## config.mk

```make
export PLATFORM = sky130hd
export DESIGN_NAME = timer_arbiter
export DESIGN_NICKNAME = d
export VERILOG_FILES = /design/src/rtl/timer_arbiter.sv
export SDC_FILE = /design/constraint.sdc
export NUM_CORES = 1
export LEC_CHECK = 0
export BUFFER_PORTS_ARGS = -buffer_cell sky130_fd_sc_hd__buf_2
export CORE_ASPECT_RATIO = 0.8
export CORE_MARGIN = 2
export CORE_UTILIZATION = 53
export DETAILED_ROUTE_END_ITERATION = 8
export GPL_TIMING_DRIVEN = 0
export PLACE_DENSITY = 0.79
export REMOVE_ABC_BUFFERS = 1
export SYNTH_ARGS = -nofsm -noshare
export SYNTH_HDL_FRONTEND = slang
export SYNTH_SLANG_ARGS = --single-unit
```

## constraint.sdc

```tcl
create_clock -name clk_in -period 3 [get_ports clk_in]
set_input_delay 0.15 -clock clk_in [delete_from_list [all_inputs] [get_ports clk_in]]
set_output_delay 0.15 -clock clk_in [all_outputs]
set_load 0.05 [all_outputs]
```

## src/rtl/timer_arbiter.sv

```systemverilog
// timer_arbiter: round-robin sharing of one prescaled one-shot timebase among requesters
module timer_arbiter #(
    parameter int NUM_REQ  = 4,
    parameter int PRESCALE = 24999,
    parameter int PS_W     = 15,
    parameter int DUR_W    = 8
) (
    input  logic                     clk_in,
    input  logic                     rst,
    input  logic [NUM_REQ-1:0]       req,
    input  logic [NUM_REQ*DUR_W-1:0] dur,
    output logic [NUM_REQ-1:0]       grant,
    output logic [NUM_REQ-1:0]       done,
    output logic                     busy
);
    localparam int IDX_W = $clog2(NUM_REQ);

    typedef enum logic [1:0] {IDLE, RUN, DONE} state_t;

    state_t             state, state_next;
    logic [IDX_W-1:0]   idx, ptr, sel, cand;
    logic [DUR_W-1:0]   remaining;
    logic [PS_W-1:0]    prescaler;
    logic               tick;

    assign tick = prescaler == PS_W'(PRESCALE);

    // round-robin pick: first set request after ptr, wrapping
    always_comb begin
        sel  = ptr;
        cand = ptr;
        for (int i = NUM_REQ; i >= 1; i--) begin
            cand = IDX_W'((int'(ptr) + i) % NUM_REQ);
            if (req[cand]) sel = cand;
        end
    end

    // state register
    always_ff @(posedge clk_in or negedge rst) begin
        if (!rst) state <= IDLE;
        else      state <= state_next;
    end

    // next state and outputs; a zero duration still shows one grant cycle
    always_comb begin
        state_next = state;
        grant      = '0;
        done       = '0;
        busy       = 1'b0;
        case (state)
            IDLE: state_next = |req ? RUN : IDLE;
            RUN: begin
                grant      = NUM_REQ'(1) << idx;
                busy       = 1'b1;
                state_next = !req[idx] ? IDLE :
                             (remaining == '0 || (tick && remaining == DUR_W'(1))) ? DONE : RUN;
            end
            DONE: begin
                done       = NUM_REQ'(1) << idx;
                busy       = 1'b1;
                state_next = IDLE;
            end
            default: state_next = IDLE;
        endcase
    end

    // owner latch, prescaler, tick countdown and round-robin pointer
    always_ff @(posedge clk_in or negedge rst) begin
        if (!rst) begin
            idx       <= '0;
            ptr       <= IDX_W'(NUM_REQ - 1);
            remaining <= '0;
            prescaler <= '0;
        end else begin
            case (state)
                IDLE: begin
                    prescaler <= '0;
                    if (|req) begin
                        idx       <= sel;
                        remaining <= dur[sel*DUR_W +: DUR_W];
                    end
                end
                RUN: begin
                    if (!req[idx]) begin
                        ptr       <= idx;
                        prescaler <= '0;
                        remaining <= '0;
                    end else if (tick) begin
                        prescaler <= '0;
                        if (remaining != '0) remaining <= remaining - DUR_W'(1);
                    end else begin
                        prescaler <= prescaler + PS_W'(1);
                    end
                end
                DONE: begin
                    ptr       <= idx;
                    prescaler <= '0;
                    remaining <= '0;
                end
                default: begin
                    prescaler <= '0;
                    remaining <= '0;
                end
            endcase
        end
    end
endmodule

```

==> impl_metrics.ini, run 1 <==
[outcome]
status = finished, final reports clean

[synthesis]
synth_area_sq_mm = 0.00197
synth_edf_count = 0
synth_top_area_share_pct = 34.4
synth_top_area_cell = dfrtp_1
yosys_register_bits = 29
yosys_warnings = 0
synth_cell_types = 50
ys.flop_type = dfrtp_1
synth_area_leaders = dfrtp_1 (34%), mux2i_1 (11%), nor2_1 (5.0%)
synthCells = 211
seq_area_frac_synth_pct = 37.0
async_flop_share_pct = 100
syn_area_per_cell_sq_um = 9.32

[critical_path]
crit_path_start_kind = flop
crit_type = flop to flop
critPathRequiredTime_ns = 3.19
endpoint_kind = flop
worst_ep_arrival_time_ns = 2.54
crit_fanout = 7

[drt]
dr.pass1.iters = 4
drtAntennaViolNets = 0
drtIter0Drc = 100
dr_total_vias = 1743
viasPerCell = 5.73
drt-total-wl_um = 4360
routedWlPerCell_um = 14.3
drc = 0

[job]
maxCapViolations = 0

[cts]
post_cts_buffers = 0
path_clk_slew_ns = 0.06
ctsHoldBuffers = 1
cts.sinks = 29
clock_latency_ns = 0.28
numCtsBuffers = 5
cts-root-buf = clkbuf_8
clockBufferDepth = 2
cts_max_level = 2
post_cts_resized = 0
cts_tree = done

[finish]
antennaDiodeCount = 0
syn_to_final_growth_pct = 21.2
drive_above_1_share_pct = 29.4
final_util_pct = 68.2
nNetsFinal = 306
design_area_sq_mm = 0.00238

[grt]
grt_pass1_wl_um = 7140
grt_pass1_vias = 1555
grt_util_all_layers_pct = 22.3
overflow = 0
antenna_found_initial = 0
grt_max_degree = 30

[pwr]
p_clk_share_pct = 18.6
p_switching_uw = 970
p_per_area_mw_per_mm2 = 938
seq_power_share_pct = 27.1
combPwrFrac_pct = 54.3
swShare_pct = 43.4
p_int_mw = 1.26
ir_worst_vdd_uv = 545
power_leakage_nw = 1.13

[placement]
dp_hpwl_um = 3220
globalplace.congestion = 0.847
port_buffers = 46
place_area_sq_mm = 0.00226

[floorplanning]
dieHeight_um = 58.5
io_pins = 47
dieArea_sq_mm = 0.00422
die_w_um = 72.1
coreArea_sq_mm = 0.00349
rows = 19
start_util_pct = 56.3

[sta]
finalHoldViolCount = 0
setup_viol = 0
whs_ns = 0.316
slew_violations = 0
max_slew.worst_pin.slew_ns = 0.759
relSlewSlack_pct = 49.1
finalCritPeriodShare_pct = 78.4
rsz0062_at_grt = no
min_period_ns = 2.35
clock_skew_ns = 0.0119
tns_ns = 0
max_freq_mhz = 425

[min_path]
holdCritPathClass = input port to flop
## per-layer routing
metal	part of all wire, %	vias up	track usage, %
met1	47	807	32.6
met5	0	-	0
met2	44	69	31.8
met4	1.9	0	10.2
li1	-	860	-
met3	6.7	7	4.79
## cells in the final DEF (no fill, tap or decap), types with 5 or more instances in the layout
cell type / netlist / layout
dfrtp_1: 27 / 27
buf_2: 2 / 46
o21ai_0: 9 / 9
mux2i_1: 21 / 21
clkbuf_8: 0 / 6
nor2_1: 26 / 26
nand2b_1: 8 / 8
nand3_1: 7 / 7
nand2_1: 18 / 18
inv_1: 8 / 8
xor2_1: 9 / 9
o22ai_1: 5 / 5
ha_1: 7 / 7
a21oi_1: 5 / 5
## state kept, by name, summed over array words and instances (netlist names)
register and cells:
state 2, idx 2, remaining 8, prescaler 15, ptr 2
## worst max-delay path: stages (launching register included)
cell and delay, ns:
dfstp_2 0.62, or2_2 0.13, a21oi_1 0.06, a211oi_1 0.61, nand2_1 0.37, o221a_2 0.37
o22ai_1 0.10
## final timing paths
kind | startpoint | to | slack (ns) | cells past startpoint
max in group asynchronous | rst | remaining[2]$_DFFE_PN0P_ | 2.16 | 2
min in group asynchronous | rst | prescaler[13]$_DFF_PN0_ | 0.42 | 2
worst max register to register | ptr[1]$_DFFE_PN1P_ | remaining[0]$_DFFE_PN0P_ | 0.65 | 6
worst min register to register | remaining[7]$_DFFE_PN0P_ | state[1]$_DFF_PN0_ | 0.53 | 1
worst min-delay path | dur[13] | remaining[5]$_DFFE_PN0P_ | 0.32 | 4
worst max-delay path | ptr[1]$_DFFE_PN1P_ | remaining[0]$_DFFE_PN0P_ | 0.65 | 6
## cells in the mapped netlist, drive strengths merged, types with 3 or more instances
| cell type | n |
|---|---|
| dfrtp | 27 |
| nor2 | 26 |
| mux2i | 21 |
| nand2 | 18 |
| o21ai | 10 |
| xor2 | 9 |
| inv | 8 |
| nand2b | 8 |
| nand3 | 8 |
| ha | 7 |
| a21oi | 5 |
| and3 | 5 |
| nor4 | 5 |
| o22ai | 5 |
| xnor2 | 4 |
| buf | 3 |
| nand4 | 3 |
| o221a | 3 |
| or2 | 3 |
| or4 | 3 |
## layout make-up
class                   instances  area, sq um
inverters                       8         30.0
multi-input cells             169         1200
clock buffers                   7         86.3
well taps                      42         52.6
repair buffers                 48          255
flip-flops and latches         29          728
fillers                       274         1110
clock inverters                 1         30.0
## per-stage QoR
stage | std cells | total power, mW | setup slack, ns
after detailed placement | 295 | 1.81 | 0.718
after global placement | 294 | 1.76 | -1.01
after floorplan | 206 | 1.52 | -0.425
final | 304 | 2.24 | 0.649
after global routing | 304 | 2.38 | 0.556
after CTS | 304 | 2.23 | 0.670
## logic make-up (layout without fill, tap and decap cells)
logic type / after synthesis / in the layout / synth area share [%]
mux: 23 / 23 / 11.8
xor+xnor: 13 / 13 / 5.79
flops: 29 / 29 / 37.0
buf+inv: 13 / 64 / 2.80
compound gates: 35 / 35 / 12.7
simple gates: 91 / 91 / 25.4
fa+ha+maj: 7 / 7 / 4.45
## power groups by stage
stage                     clock network (mW)  logic (mW)  registers (mW)
after floorplan                            0       0.943           0.577
after global placement                     0        1.16           0.600
after detailed placement                   0        1.20           0.608
after CTS                              0.421        1.21           0.604
after global routing                   0.440        1.32           0.619
final                                  0.416        1.21           0.606
(Power assumes the default switching activity.)
==> inputs of run 2 (changes only) <==
--- a/config.mk
+++ b/config.mk
@@ -8,10 +8,10 @@
 export BUFFER_PORTS_ARGS = -buffer_cell sky130_fd_sc_hd__buf_2
 export CORE_ASPECT_RATIO = 0.8
 export CORE_MARGIN = 2
-export CORE_UTILIZATION = 53
+export CORE_UTILIZATION = 48
 export DETAILED_ROUTE_END_ITERATION = 8
 export GPL_TIMING_DRIVEN = 0
-export PLACE_DENSITY = 0.79
+export PLACE_DENSITY = 0.76
 export REMOVE_ABC_BUFFERS = 1
 export SYNTH_ARGS = -nofsm -noshare
 export SYNTH_HDL_FRONTEND = slang
==> constraint.sdc (replaced) <==
create_clock -name clk_in -period 1.9 [get_ports clk_in]
set_input_delay 0.095 -clock clk_in [delete_from_list [all_inputs] [get_ports clk_in]]
set_output_delay 0.095 -clock clk_in [all_outputs]
set_load 0.05 [all_outputs]
==> impl_metrics.ini, run 2 (synthesis results as in run 1) <==
[outcome]
status = finished, violations left
failed_checks = setup timing

[drt]
dr_total_vias = 1769
drt-total-wl_um = 4720
drc = 0
viasPerCell = 5.39
dr.pass1.iters = 4
drtAntennaViolNets = 0
drtIter0Drc = 89
routedWlPerCell_um = 14.4

[placement]
globalplace.congestion = 0.866
port_buffers = 46
dp.cells = 308
dp_hpwl_um = 3120

[critical_path]
crit_start = prescaler[12]$_DFF_PN0_
crit_type = flop to flop
r2r_start = prescaler[12]$_DFF_PN0_
endpoint_kind = flop
crit_fanout = 4
critPathRequiredTime_ns = 2.07
crit_path_start_kind = flop
rr_worst_depth = 6
worst_ep_arrival_time_ns = 2.31

[grt]
overflow = 0
grt_pass1_wl_um = 7520
antenna_found_initial = 0
grt_pass1_vias = 1637
grt_util_all_layers_pct = 21.7
grt_max_degree = 30

[pwr]
power_mw = 3.85
power_leakage_nw = 1.20
p_per_area_mw_per_mm2 = 1500
ir_worst_vdd_uv = 717

[cts]
numCtsBuffers = 5
clockBufferDepth = 2
clock_latency_ns = 0.28
cts-root-buf = clkbuf_8
cts.sinks = 29
cts_max_level = 2
path_clk_slew_ns = 0.07
cts_tree = done

[sta]
clock_skew_ns = 0.00775
tns_ns = -1.86
setup_viol = 17
timing.final.ws_setup_ns = -0.236
whs_ns = 0.207
relSlewSlack_pct = 53.1
rsz0062_at_grt = yes
max_freq_mhz = 468
min_period_ns = 2.14
finalCritPeriodShare_pct = 112
slew_violations = 0
max_slew.worst_pin.slew_ns = 0.704
finalHoldViolCount = 0

[finish]
layout_common_cells = buf_2 (46), dfrtp_1 (27), nor2_1 (25)
syn_to_final_growth_pct = 31.0
largest_reg_flops = 15
nNetsFinal = 317
fin_cells = 328
nFillCells = 315
drive_above_1_share_pct = 37.4
final-seq-area_sq_um = 728
multi_input_area_sq_mm = 0.00127
layout_commonest_cell = buf_2
final_util_pct = 66.9
top_register = prescaler
top_regs = prescaler x15, remaining x8
antennaDiodeCount = 0

[min_path]
holdCritPathClass = input port to flop
worstHoldPathCells = 4
hp-start = dur[10]

[floorplanning]
dieHeight_um = 61.3
coreArea_sq_mm = 0.00385
rows = 20
die_w_um = 75.6
start_util_pct = 51.0
io_pins = 47
dieArea_sq_mm = 0.00463

[job]
maxCapViolations = 0
[run 2: cell types whose count changed in the layout (fill, tap and decap cells not counted), sizes merged]
cell / change
clkinvlp: +1
clkbuf: -1
or2: +1
buf: +10
[run 2: worst max-delay path: stages, from the launching register on]
cell and delay [ns]:
dfrtp_1 0.40, or4_4 0.56, nor4_4 0.34, nand3_2 0.15, or4_4 0.43, nand3_2 0.10, o21ai_2 0.05
[run 2: power by group]
group          internal, mW  total [mW]  switching, mW
Clock                 0.426       0.678          0.252
Sequential            0.778       0.951          0.173
Combinational         0.986        2.23           1.24
[run 2: through the flow]
step / cell area [sq um] / setup slack (ns)
after floorplan: 1940 / -1.53
after global placement: 2240 / -2.09
after detailed placement: 2270 / -0.336
after CTS: 2550 / -0.227
after global routing: 2580 / -0.329
final: 2580 / -0.236
[run 2: layout make-up]
cell class	instances	share of cell area, %
Clock buffer	6	3.21
Clock inverter	2	1.46
Inverter	8	1.17
Multi-Input combinational cell	170	49.3
Sequential cell	29	28.3
Tap cell	55	2.67
Timing Repair Buffer	58	13.9
[run 2: layer usage]
| metal | track usage, % | vias up | share of wire, % |
|---|---|---|---|
| met2 | 35.3 | 49 | 46 |
| met4 | 6.02 | 0 | 0.76 |
| met1 | 30.5 | 832 | 50 |
| met3 | 3.44 | 4 | 4.0 |
| li1 | - | 884 | - |
| met5 | 0 | - | 0 |
[run 2: worst paths after layout]
kind	endpoint	slack, ns
hold reg to reg	ptr[1]$_DFFE_PN1P_	0.54
max in group asynchronous	remaining[4]$_DFFE_PN0P_	1.11
setup / recovery	remaining[3]$_DFFE_PN0P_	-0.24
hold / removal	remaining[2]$_DFFE_PN0P_	0.21
setup reg to reg	remaining[3]$_DFFE_PN0P_	-0.24
min in group asynchronous	prescaler[14]$_DFF_PN0_	0.37
[run 2: what timing repair did]
item / in CTS / in global routing
pin swaps: 12 / 5
setup endpoints to repair: 23 / 25
endpoints found under the hold margin: 27 / 0
gates resized for setup: 13 / 8
gates cloned: 2 / 0
hold buffers: 1 / 0
buffers inserted: 8 / 2
==> inputs of run 3 (changes only) <==
--- a/config.mk
+++ b/config.mk
@@ -6,7 +6,8 @@
 export NUM_CORES = 1
 export LEC_CHECK = 0
 export BUFFER_PORTS_ARGS = -buffer_cell sky130_fd_sc_hd__buf_2
-export CORE_ASPECT_RATIO = 0.8
+export CAP_MARGIN = 20
+export CORE_ASPECT_RATIO = 0.5
 export CORE_MARGIN = 2
 export CORE_UTILIZATION = 48
 export DETAILED_ROUTE_END_ITERATION = 8
==> impl_metrics.ini, run 3 (synthesis results as in run 1) <==
[cts]
numCtsBuffers = 5
cts_max_level = 2
clock_latency_ns = 0.28
cts_tree = done
cts.sinks = 29
cts-root-buf = clkbuf_8
path_clk_slew_ns = 0.06
clockBufferDepth = 2

[critical_path]
crit_type = flop to flop
r2r_start = prescaler[10]$_DFF_PN0_
rr_worst_depth = 6
endpoint_kind = flop
crit_start = prescaler[10]$_DFF_PN0_
crit_chain = or4_4 -> nor4_4 -> nand3_2 -> or4_1 -> nand3_2 -> o21ai_2
crit_path_frequent_cell = nand3_2
r2r_slack_ns = -0.27
rr_endpoint = remaining[3]$_DFFE_PN0P_
crit_path_start_kind = flop
slowest_delay_ns = 0.54
worst_ep_arrival_time_ns = 2.35
crit_fanout = 4
critPathRequiredTime_ns = 2.08
crit_slowest_cell = or4_4

[grt]
overflow = 0
antenna_found_initial = 0
grt_pass1_vias = 1709
grt_max_degree = 30
grt_pass1_wl_um = 7820
grt_util_all_layers_pct = 21.6

[pwr]
p_per_area_mw_per_mm2 = 1440
power_leakage_nw = 1.18
ir_worst_vdd_uv = 543

[sta]
slew_violations = 0
rsz0062_at_grt = yes
timing.final.ws_setup_ns = -0.269
min_period_ns = 2.17
setup_viol = 9
max_freq_mhz = 461
relSlewSlack_pct = 54.9
whs_ns = 0.234
finalCritPeriodShare_pct = 114
max_slew.worst_pin.slew_ns = 0.677
finalHoldViolCount = 0
clock_skew_ns = 0.00653

[outcome]
status = finished, violations left
failed_checks = setup timing

[finish]
layout_common_cells = buf_2 (46), dfrtp_1 (27), nor2_1 (25)
top_regs = prescaler x15, remaining x8
largest_reg_flops = 15
drive_above_1_share_pct = 34.4
syn_to_final_growth_pct = 27.5
design_area_sq_mm = 0.00251
top_register = prescaler
nNetsFinal = 317
final_util_pct = 63.9
fin_cells = 327
layout_commonest_cell = buf_2
antennaDiodeCount = 0

[min_path]
hp-start = dur[29]
holdCritPathClass = input port to flop
hold_end = remaining[5]$_DFFE_PN0P_
worstHoldPathCells = 4

[placement]
place_area_sq_mm = 0.00227
globalplace.congestion = 0.871
place_ws_ns = -0.310
dp_hpwl_um = 3460
port_buffers = 46
dp.cells = 307

[drt]
drtAntennaViolNets = 0
viasPerCell = 5.50
drtIter0Drc = 76
drt-total-wl_um = 4960
routedWlPerCell_um = 15.2
drc = 0
dr.pass1.iters = 4
dr_total_vias = 1800

[floorplanning]
rows = 16
die_w_um = 94.5
start_util_pct = 50.1
coreArea_sq_mm = 0.00392
dieArea_sq_mm = 0.00466
dieHeight_um = 49.3
io_pins = 47

[job]
maxCapViolations = 0
[run 3: changes by cell type in the layout (fill, tap and decap cells not counted), moves of 2 or more]
cell | before | now
a21oi_2 | 2 | 0
a21oi_1 | 3 | 5
buf_4 | 7 | 10
buf_6 | 2 | 0
clkbuf_1 | 0 | 3
[run 3: worst max path at each step]
stage                               endpoint  slack [ns]  cells past startpoint
detailed placement  remaining[1]$_DFFE_PN0P_       -0.31                      6
global route        remaining[0]$_DFFE_PN0P_       -0.30                      6
CTS                 remaining[3]$_DFFE_PN0P_       -0.23                      6
finish              remaining[3]$_DFFE_PN0P_       -0.27                      6
global placement    remaining[4]$_DFFE_PN0P_       -2.03                      6
floorplan           remaining[4]$_DFFE_PN0P_       -1.53                      6
[run 3: layer usage]
metal / part of all wire (%) / global-route usage [%]
met1: 47 / 29.2
met3: 4.4 / 4.33
met5: 0 / 0
met4: 0.69 / 6.28
met2: 48 / 35.5
[run 3: final cells by class]
| cell class | instances | area [sq um] |
|---|---|---|
| Clock buffer | 8 | 80.1 |
| Timing Repair Buffer | 59 | 355 |
| Inverter | 8 | 30.0 |
| Tap cell | 54 | 67.6 |
| Multi-Input combinational cell | 169 | 1250 |
| Sequential cell | 29 | 728 |
| Fill cell | 345 | 1420 |
[run 3: stage by stage]
step	TNS (ns)	total power [mW]
2_1_floorplan	-12.85	2.40
3_3_place_gp	-17.66	2.77
3_5_place_dp	-2.28	2.85
4_1_cts	-1.49	3.45
5_1_grt	-2.57	3.86
6_report	-1.61	3.60
[run 3: power breakdown]
group          internal [mW]  total, mW  switching (mW)
clock                  0.260      0.496           0.236
combinational          0.949       2.15            1.20
sequential             0.778      0.957           0.179
total                   1.99       3.60            1.61
[run 3: repair_timing]
| action | in CTS | in global routing |
|---|---|---|
| endpoints found under the hold margin | 27 | 0 |
| hold buffers | 1 | 0 |
| gates resized for setup | 7 | 5 |
| buffers inserted | 6 | 4 |
| endpoints found under the setup margin | 23 | 25 |
| pin swaps | 11 | 18 |
| gates cloned | 0 | 1 |
[run 3: critical path, delay by kind of cell, from the launching register on]
kind	cells	cell delay [ns]
AO/OA/AOI/OAI	1	0.05
flip-flops	1	0.41
AND/OR/NAND/NOR	5	1.60
